### config.mk
export PLATFORM = sky130hd
export DESIGN_NAME = branch_predictor
export DESIGN_NICKNAME = d
export VERILOG_FILES = /design/src/rtl/branch_predictor.sv
export SDC_FILE = /design/constraint.sdc
export NUM_CORES = 1
export LEC_CHECK = 0
export BUFFER_PORTS_ARGS = -buffer_cell sky130_fd_sc_hd__buf_2
export CELL_PAD_IN_SITES_DETAIL_PLACEMENT = 0
export CELL_PAD_IN_SITES_GLOBAL_PLACEMENT = 1
export CORE_MARGIN = 3
export CORE_UTILIZATION = 40
export DETAILED_ROUTE_END_ITERATION = 12
export HOLD_SLACK_MARGIN = 0.02
export PLACE_DENSITY_LB_ADDON = 0.05
export SYNTH_ARGS = -nofsm -noshare
export SYNTH_HDL_FRONTEND = slang
export SYNTH_HIERARCHICAL = 1
export SYNTH_SLANG_ARGS = --single-unit
export TNS_END_PERCENT = 30
### constraint.sdc
create_clock -name clk -period 30.6 [get_ports clk]
set_input_delay 3.06 -clock clk [delete_from_list [all_inputs] [get_ports clk]]
set_output_delay 3.06 -clock clk [all_outputs]
set_load 0.02 [all_outputs]
### src/rtl/branch_predictor.sv
// Direct-mapped 2-bit saturating-counter branch predictor.
// F-stage lookup is combinational; the lookup index travels down an internal
// F->X pipe so the resolving branch trains the entry that produced its guess.
// Also tracks resolved-branch and mispredict counts.

// One table entry: a 2-bit saturating counter with async reset.
module bp_ctr #(
  parameter logic [1:0] CNT_INIT = 2'b01
) (
  input  logic       clk,
  input  logic       rst,
  input  logic       en,
  input  logic       taken,
  output logic [1:0] cnt
);

  // Saturating step toward taken (11) or not-taken (00) on an update.
  always_ff @(posedge clk or posedge rst) begin
    if (rst) begin
      cnt <= CNT_INIT;
    end else if (en) begin
      if (taken) begin
        if (cnt != 2'b11) cnt <= cnt + 2'b01;
      end else begin
        if (cnt != 2'b00) cnt <= cnt - 2'b01;
      end
    end
  end

endmodule

module branch_predictor #(
  parameter int         INDEX_BITS = 6,
  parameter int         PIPE_DEPTH = 2,
  parameter logic [1:0] CNT_INIT   = 2'b01
) (
  input  logic        clk,
  input  logic        rst,
  input  logic [31:0] pc_f,
  input  logic        stall,
  input  logic        flush,
  input  logic [2:0]  result,
  output logic        predict,
  output logic [31:0] branch_count,
  output logic [31:0] mispredict_count
);

  localparam int NUM_ENT = 1 << INDEX_BITS;

  logic [INDEX_BITS-1:0]                 idx_f;
  logic [NUM_ENT-1:0][1:0]               cnt_tbl;
  logic [PIPE_DEPTH-1:0]                 vld_pipe;
  logic [PIPE_DEPTH-1:0][INDEX_BITS-1:0] idx_pipe;
  logic [INDEX_BITS-1:0]                 tail_idx;
  logic                                  is_branch;
  logic                                  taken;
  logic                                  upd;
  logic [1:0]                            tail_cnt;
  logic [1:0]                            fwd_cnt;

  // Word-aligned PC: the low two bits and the bits above the index never matter.
  logic unused_pc;
  assign unused_pc = ^{pc_f[31:INDEX_BITS+2], pc_f[1:0]};

  assign idx_f     = pc_f[INDEX_BITS+1:2];
  assign tail_idx  = idx_pipe[PIPE_DEPTH-1];
  assign is_branch = result[2];
  // A correct not-taken guess or a wrong taken guess both mean not taken.
  assign taken     = ~(result[1] ^ result[0]);
  // Fires once per branch: only on the cycle the X-stage entry actually leaves.
  assign upd       = is_branch & ~stall & vld_pipe[PIPE_DEPTH-1];

  // Counter table, one saturating counter per entry.
  for (genvar e = 0; e < NUM_ENT; e++) begin : g_ent
    bp_ctr #(.CNT_INIT(CNT_INIT)) u_ctr (
      .clk   (clk),
      .rst   (rst),
      .en    (upd && (tail_idx == INDEX_BITS'(e))),
      .taken (taken),
      .cnt   (cnt_tbl[e])
    );
  end

  // Post-update value of the tail entry, used to forward into this cycle's lookup.
  always_comb begin
    tail_cnt = cnt_tbl[tail_idx];
    fwd_cnt  = tail_cnt;
    if (taken) begin
      if (tail_cnt != 2'b11) fwd_cnt = tail_cnt + 2'b01;
    end else begin
      if (tail_cnt != 2'b00) fwd_cnt = tail_cnt - 2'b01;
    end
  end

  // Lookup; a same-cycle update of the same entry is visible immediately.
  always_comb begin
    predict = cnt_tbl[idx_f][1];
    if (upd && (idx_f == tail_idx)) predict = fwd_cnt[1];
  end

  // Index pipe: shifts when not stalled; flush kills everything including the new load.
  always_ff @(posedge clk or posedge rst) begin
    if (rst) begin
      vld_pipe <= '0;
      idx_pipe <= '0;
    end else if (!stall) begin
      vld_pipe[0] <= ~flush;
      idx_pipe[0] <= idx_f;
      for (int i = 1; i < PIPE_DEPTH; i++) begin
        vld_pipe[i] <= vld_pipe[i-1] & ~flush;
        idx_pipe[i] <= idx_pipe[i-1];
      end
    end
  end

  // Performance counters, wrapping at 2**32.
  always_ff @(posedge clk or posedge rst) begin
    if (rst) begin
      branch_count     <= '0;
      mispredict_count <= '0;
    end else if (upd) begin
      branch_count <= branch_count + 32'd1;
      if (!result[0]) mispredict_count <= mispredict_count + 32'd1;
    end
  end

endmodule

# == After elaboration in Yosys (flattened, before gate mapping) ==
# Cells that the tools add are included.
# word_totals
reg_bits,206
latch_bits,0
ram_bits,0
mem_bits_ro,0
input_bits,39
output_inout_bits,65
wordCells,863
memories,0
# classes
addsub,132
mul,0
n_div,0
magnitude_cmp,2
eq_ne,193
shift,0
mux,200
bitwise_logic,7
reduce_logical,260
# op_table
cell,n
$mux W2,197
$reduce_bool A2 Y1,129
$eq A6 B6 Y1 const B,32
$reduce_and A3 Y1,64
$add A2 B1 Y2 const B,65
$ne A2 B2 Y1 const B,65
$sub A2 B1 Y2 const B,65
$ne A2 B1 Y1 const B,64
$eq A6 B5 Y1 const B,16
$logic_and A1 B1 Y1,65
$add A32 B1 Y32 const B,2
$eq A6 B4 Y1 const B,8
$bmux W2 S6,2
$eq A6 B3 Y1 const B,4
$lt A6 B7 Y1 const B,2
$eq A6 B2 Y1 const B,2
$eq A6 B1 Y1 const B,1
$eq A6 B6 Y1,1
$logic_not A6 Y1,1
$and A1 B1 Y1,3
$not A1 Y1,3
$reduce_and A2 Y1,1
$mux W1,1
$xor A1 B1 Y1,1

# == Longest topological paths before layout ==
# Gate-level depths: netlist of the first run.
# logic_depth
ltp_word,6
depth_mapped,8

# == Cells and area by module ==
# Netlist of the first run, hierarchy kept.
# by_module_without_submodules
mod,instances,cells_each,area_each_um2,seq_area_each_um2
bp_ctr,64,12,117.6,51.3
branch_predictor,1,482,5233.8,1951.9

# == Worst setup path after synthesis of the first run ==
# OpenSTA, ideal clock, no wires.
# synth_timing
kind,input to output
start,input result[0]
end,output predict
arrival_time_ps,13250
path_slack_ps,14290
path_stages,3
n_path_buf,0
path_cell_list,xnor2_1 > a21oi_1 > o31ai_1
# synth_between
elab_chain_cells,3
# synth_rtl
item,line,text
from (decl),42,"input logic [2:0] result,"
$xor A1 B1 Y1,69,assign taken = ~(result[1] ^ result[0]);
$mux W2,88,if (taken) begin
$mux W1,98,if (upd && (idx_f == tail_idx)) predict = fwd_cnt[1];
to (decl),43,"output logic predict,"
# Every way passes these cells.

# == Final worst setup path of the first run ==
# layout_timing
start,input pc_f[2]
end,output predict
# layout_between
elab_chain_cells,3
elab_cells_between_ends,5
cone_classes,eq/ne: 1; mux: 3; reduce/logical: 1
# layout_rtl
item,line,text
from (decl),39,"input logic [31:0] pc_f,"
$bmux W2 S6 or $eq A6 B6 Y1 (tied branches),"97, 98",
$mux W2 (not written as such) or $logic_and A1 B1 Y1 (tied branches),"97, 98",
$mux W1 *,98,
# Every way passes the cells marked *; elsewhere a longest branch is shown, timed or not. The select of a mux whose other input is x is not followed.

==> results of run 1 <==
## worst max-delay path: cells and delay by family
family	cells	cell delay, ns
and+or+nand+nor	1	0.09
buffers and inverters	2	0.81
muxes	3	1.63
AOI/OAI and AO/OA	1	0.14
## flip-flops by register name, summed over array words and instances, names as in the netlist
signal            flops
g_ent.u_ctr/cnt     128
branch_count         32
mispredict_count     32
idx_pipe              6
tail_idx              6
vld_pipe              2
## cell families (layout without fill, tap and decap cells)
family	after synthesis	count (layout)	synth area share
compound gates	220	220	0.134
mux	130	130	0.155
fa+ha+maj	2	2	0.00196
buf+inv	225	326	0.0680
flops	206	206	0.410
xor+xnor	69	69	0.0474
simple gates	398	398	0.183
## layout by cell type (no fill, tap or decap), types with 2 or more instances in the layout
cell / count
mux2_2: 13
dfstp_2: 64
nand3b_1: 66
nor2b_1: 68
dfrtp_1: 140
clkbuf_16: 27
clkbuf_1: 10
and4_1: 7
nand4_1: 17
clkbuf_8: 4
ha_1: 2
xnor2_1: 52
mux4_2: 53
nor4_1: 2
inv_1: 195
buf_2: 77
nand2b_1: 2
and3_1: 8
and2_1: 2
bufinv_16: 2
dfrtp_2: 2
a211oi_1: 2
buf_4: 4
clkinv_2: 6
or4_1: 2
nor2_1: 84
xor2_1: 16
or2b_1: 64
a21oi_1: 71
nor3_1: 2
nand3_1: 28
o22ai_1: 64
nand2_1: 42
mux2i_1: 64
o211ai_2: 64
a22oi_1: 16
## power by group through the flow
stage	registers, uW	clock network, uW	logic [uW]
floorplan	292	0	55.2
global placement	291	0	79.7
detailed placement	291	0	80.6
CTS	286	319	80.9
global route	287	328	87.6
finish	286	307	79.5
## how the worst max path moves through the flow
stage                    from  endpoint
floorplan           result[0]   predict
global placement      pc_f[2]   predict
detailed placement    pc_f[2]   predict
CTS                   pc_f[2]   predict
global route          pc_f[2]   predict
finish                pc_f[2]   predict
## per-layer routing
metal / global-route usage / wire length [um]
met1: 0.267 / 15200
met2: 0.294 / 14000
met3: 0.0306 / 1460
met4: 0.0324 / 414
met5: 0 / 0
## layout make-up
type / instances / share of cell area
clock buffers: 41 / 0.0533
clock inverters: 7 / 0.00590
inverters: 196 / 0.0511
multi-input cells: 819 / 0.462
flip-flops and latches: 206 / 0.363
well taps: 396 / 0.0344
repair buffers: 82 / 0.0302
## per-stage QoR
| stage | power (uW) | setup WS [ns] | hold WS [ns] | utilization | std cells |
|---|---|---|---|---|---|
| global placement | 370 | 21.78 | 0.454 | 0.438 | 1699 |
| finish | 673 | 21.80 | 0.461 | 0.465 | 1747 |
| detailed placement | 371 | 21.79 | 0.462 | 0.438 | 1699 |
| CTS | 686 | 21.79 | 0.469 | 0.465 | 1747 |
| global route | 703 | 21.68 | 0.493 | 0.465 | 1747 |
| floorplan | 347 | 14.29 | 0.454 | - | 1250 |
==> run_results.csv, run 1 <==
group,metric,value,unit
yosys,synth_edf_count,0,
yosys,synth_top_area_share,0.278,
worst_setup_path,ff2ff_setup_slack,27.98,ns
clock_network,h-tree-depth,1,
worst_setup_path,crit_slowest_cell,"mux4_2",
worst_hold_path,hold_depth,1,
yosys,seq_area_frac_synth,0.410,
worst_setup_path,timing.rr.end,"g_ent[37].u_ctr/cnt[0]$_DFFE_PP1P_",
worst_setup_path,crit_top_cell,"mux4_2",
power_and_ir_drop,p_leak,0.00733,uW
yosys,synth_area,0.0128,mm^2
power_and_ir_drop,p_seq_frac,0.426,
die,die-area,0.0341,mm^2
sta,slew_viol_final,0,
worst_setup_path,cpPeakStageDelay,0.62,ns
die,fp.dieW,185,um
grt,grt_max_degree,258,
power_and_ir_drop,vdd_drop_max,36.8,uV
clock_network,clk_pin_slew,0.06,ns
power_and_ir_drop,powerDensity,46.6,mW/mm^2
clock_network,cts_sinks,206,
placed_design,dpl_cell_area,0.0136,mm^2
grt,grt_pass1_wl,50600,um
clock_network,cts_tree,"built",
sta,slew_headroom,0.299,
worst_setup_path,path_class,"primary input to primary output",
yosys,avgSynthCellArea,10.2,um^2
detailed_routing,wl_per_cell,17.8,um
placed_design,port_buffers,77,
power_and_ir_drop,p_sw,181,uW
cells_and_area,seq_area,0.00524,mm^2
die,core_area,0.0310,mm^2
yosys,synth.top_cells.by_count,"196 x inv_1, 142 x dfrtp_1, 84 x nor2_1",
worst_setup_path,cp_cell_sequence,"buf_2 > mux4_2 > mux4_2 > mux4_2 > nand2_1 > o31ai_1 > buf_2",
sta,worst_pin_slew,1.05,ns
clock_network,clock_latency,0.53,ns
yosys,synthTopCellsByArea,"dfrtp_1 28%, dfstp_2 13%, mux4_2 9.4%",
detailed_routing,drt_first_iter_violations,500,
power_and_ir_drop,p_comb_frac,0.118,
sta,fin_skew,0.0131,ns
power_and_ir_drop,p_clk_frac,0.456,
grt,antenna_found_initial,0,
grt,grt_pass1_vias,9113,
placed_design,dp_hpwl,20000,um
cells_and_area,fill_cells,2971,
detailed_routing,routed_wl,31100,um
yosys,synthFlopType,"dfrtp_1",
sta,max_freq,114,MHz
clock_network,numCtsBuffers,26,
yosys,ys_types,40,
worst_setup_path,r2r_cells,6,
cells_and_area,num_antenna_cells,0,
yosys,ys_ff_latch,206,
detailed_routing,drtAntennaViolNets,0,
sta,grt_setup_unrepaired,"no",
worst_setup_path,crit_path_max_fanout,18,
clock_network,holdBufCountCts,0,
cells_and_area,fin_nets,1372,
die,boundaryPins,104,
power_and_ir_drop,p_int,491,uW
flow_run,drv_cap,0,
yosys,synthCells,1250,
yosys,yosys_warnings,6,
clock_network,post_cts_resized,0,
yosys,async_flop_share,1.00,
clock_network,root_buffer,"clkbuf_16",
sta,hold_viol,0,
worst_hold_path,worst_hold_path_type,"flip-flop to flip-flop",
cells_and_area,syn_to_final_growth,13.0,%
die,fp-row-count,64,
detailed_routing,via_per_inst,5.34,
sta,layout_min_cycle_time,8.80,ns
grt,grt-ovfl-total,0,
cells_and_area,drive_gt1_frac,0.236,
yosys,synth_fp_nets,1291,
detailed_routing,first_pass_iters,5,
clock_network,post_cts_buffers,0,
die,die_h,185,um
yosys,post-synth-top-count-cell,"inv_1",
detailed_routing,via_count,9331,
placed_design,place.gp.congestion,0.729,
cells_and_area,multi_input_area,0.00667,mm^2
worst_hold_path,min_from,"mispredict_count[31]$_DFFE_PP0P_",
sta,fin_crit_sh,0.288,
die,initial_core_util,0.412,
cells_and_area,fin_area,0.0144,mm^2
worst_setup_path,cp.arrival,5.74,ns
worst_setup_path,crit_path_start_kind,"primary input",
worst_hold_path,holdPathEnd,"mispredict_count[31]$_DFFE_PP0P_",
yosys,synth_top_area_cell,"dfrtp_1",
sta,finalSetupViolations,0,
grt,grt_usage,0.184,
detailed_routing,drc,0,
run_status,status,"complete, no violations",
worst_setup_path,end_kind,"primary output",
worst_setup_path,timing.rr.start,"vld_pipe[1]$_DFFE_PP0N_",
clock_network,clock_path_buffers,3,
power_and_ir_drop,swShare,0.269,
worst_setup_path,required,27.54,ns
sta,tns,0,ns
Note: power is estimated with default switching activity, not from simulation.
==> run 2, diff against run 1 <==
==> constraint.sdc (replaced) <==
create_clock -name clk -period 9.05 [get_ports clk]
set_input_delay 0.905 -clock clk [delete_from_list [all_inputs] [get_ports clk]]
set_output_delay 0.905 -clock clk [all_outputs]
set_load 0.02 [all_outputs]
==> run 2 against run 1 <==
Net effect:
- non-clock buffer count rose by 1
- global-route usage fell by 0.34 points
- setup slack got worse by 17 ns
- register-to-register slack got worse by 22 ns
- routed wire length fell by 0.59%
- utilization rose by 0.057 points
- clock power rose to 3.4 times the previous value
- critical path type is now flip-flop to primary output
- largest cell class unchanged
- highest routed layer unchanged
==> run_results.csv, run 2 (synthesized netlist as in run 1, its figures left out) <==
group,metric,value,unit
clock_network,h-tree-depth,1,
placed_design,dpl_cell_area,0.0136,mm^2
worst_setup_path,cp_cell_sequence,"buf_4 > mux4_2 > a22oi_1 > a21oi_1 > or4_1 > a21oi_1 > o31ai_1 > buf_2",
placed_design,place_ws,4.60,ns
worst_setup_path,crit_slowest_cell,"buf_4",
worst_setup_path,critPathBufInv,2,
power_and_ir_drop,p_leak,0.00733,uW
sta,tns,0,ns
detailed_routing,via_per_inst,5.34,
power_and_ir_drop,swShare,0.270,
clock_network,holdBufCountCts,0,
clock_network,numCtsBuffers,26,
grt,grt_max_degree,256,
cells_and_area,fill_cells,2977,
worst_hold_path,min_from,"mispredict_count[31]$_DFFE_PP0P_",
clock_network,clock_path_buffers,3,
run_status,status,"complete, no violations",
detailed_routing,wl_per_cell,17.7,um
worst_hold_path,worst_hold_path_type,"flip-flop to flip-flop",
clock_network,clock_latency,0.54,ns
placed_design,dp_hpwl,20100,um
worst_hold_path,holdPathEnd,"mispredict_count[31]$_DFFE_PP0P_",
flow_run,drv_cap,0,
grt,grt_pass1_wl,49500,um
die,boundaryPins,104,
worst_setup_path,cp.arrival,3.61,ns
grt,grt_usage,0.181,
clock_network,root_buffer,"clkbuf_16",
cells_and_area,fin_nets,1373,
sta,layout_min_cycle_time,4.52,ns
worst_setup_path,crit_top_cell,"a21oi_1",
worst_hold_path,hold_depth,1,
worst_setup_path,timing.rr.end,"g_ent[48].u_ctr/cnt[1]$_DFFE_PP0P_",
worst_setup_path,end_kind,"primary output",
power_and_ir_drop,p_sw,615,uW
clock_network,cts_tree,"built",
sta,worst_pin_slew,1.11,ns
placed_design,place.gp.congestion,0.758,
power_and_ir_drop,p_comb_frac,0.118,
power_and_ir_drop,p_seq_frac,0.425,
sta,finalSetupViolations,0,
detailed_routing,drt_first_iter_violations,506,
sta,slew_headroom,0.259,
cells_and_area,seq_area,0.00524,mm^2
cells_and_area,num_antenna_cells,0,
cells_and_area,largestRegisters,"g_ent.u_ctr/cnt: 128 flops, branch_count: 32 flops, mispredict_count: 32 flops",
cells_and_area,final_common_cell,"inv_1",
clock_network,post_cts_buffers,0,
sta,slew_viol_final,0,
clock_network,cts_sinks,206,
cells_and_area,fin_util,0.466,
sta,setup_slack,4.53,ns
cells_and_area,mostFrequentLayoutCells,"195 x inv_1, 140 x dfrtp_1, 84 x nor2_1",
clock_network,clk_pin_slew,0.06,ns
detailed_routing,via_count,9323,
sta,fin_crit_sh,0.499,
detailed_routing,drc,0,
power_and_ir_drop,p_int,1660,uW
power_and_ir_drop,powerDensity,158,mW/mm^2
worst_setup_path,timing.rr.start,"vld_pipe[1]$_DFFE_PP0N_",
power_and_ir_drop,vdd_drop_max,134,uV
grt,grt-ovfl-total,0,
detailed_routing,drtAntennaViolNets,0,
detailed_routing,routed_wl,31000,um
cells_and_area,largest_reg_flops,128,
placed_design,port_buffers,77,
sta,hold_viol,0,
clock_network,post_cts_resized,0,
worst_setup_path,r2r_cells,6,
worst_setup_path,ff2ff_setup_slack,6.39,ns
cells_and_area,top_register,"g_ent.u_ctr/cnt",
worst_setup_path,cpLargestDelayFamily,"buffers and inverters",
grt,antenna_found_initial,0,
grt,grt_pass1_vias,9055,
cells_and_area,fin_area,0.0144,mm^2
cells_and_area,syn_to_final_growth,13.2,%
sta,grt_setup_unrepaired,"no",
die,die_h,185,um
die,core_area,0.0310,mm^2
power_and_ir_drop,power,2280,uW
worst_setup_path,crit_path_max_fanout,41,
die,fp.dieW,185,um
power_and_ir_drop,p_clk_frac,0.457,
worst_setup_path,required,8.15,ns
sta,max_freq,221,MHz
cells_and_area,drive_gt1_frac,0.236,
die,die-area,0.0341,mm^2
cells_and_area,multi_input_area,0.00668,mm^2
die,initial_core_util,0.412,
worst_setup_path,path_class,"flip-flop to primary output",
sta,fin_skew,0.0116,ns
worst_setup_path,crit_path_start_kind,"flip-flop",
worst_setup_path,cpPeakStageDelay,0.64,ns
detailed_routing,first_pass_iters,5,
die,fp-row-count,64,
[run 2: power by group through the flow]
stage | clock [uW] | combinational (uW) | sequential [uW]
global placement | 0 | 271 | 983
detailed placement | 0 | 274 | 984
floorplan | 0 | 182 | 987
finish | 1040 | 270 | 968
CTS | 1070 | 275 | 968
global route | 1110 | 297 | 972
[run 2: routing by layer]
metal	GRT usage	vias up	share of wire
li1	-	4535	-
met2	0.295	171	0.45
met5	0	-	0
met3	0.0239	45	0.041
met4	0.0414	0	0.024
met1	0.257	4572	0.48
[run 2: worst max-delay path by stage]
stage	from	cells after the start	endpoint	slack (ns)
5_1_grt	tail_idx[0]$_DFFE_PP0N_	8	predict	4.31
4_1_cts	tail_idx[0]$_DFFE_PP0N_	8	predict	4.45
3_5_place_dp	pc_f[2]	7	predict	4.60
3_3_place_gp	pc_f[2]	7	predict	4.58
6_report	tail_idx[0]$_DFFE_PP0N_	8	predict	4.53
2_1_floorplan	result[0]	3	predict	1.22
[run 2: layout make-up]
cell class                 instances  area share
inverter                         196      0.0510
clock inverter                     4     0.00563
sequential                       206       0.363
clock buffer                      42      0.0534
multi-input combinational        819       0.462
tap                              396      0.0343
timing repair buffer              83      0.0307
[run 2: metrics by stage]
stage | instances | hold slack, ns
detailed placement | 1700 | 0.458
global placement | 1700 | 0.454
global route | 1746 | 0.489
CTS | 1746 | 0.469
finish | 1746 | 0.460
floorplan | 1250 | 0.454
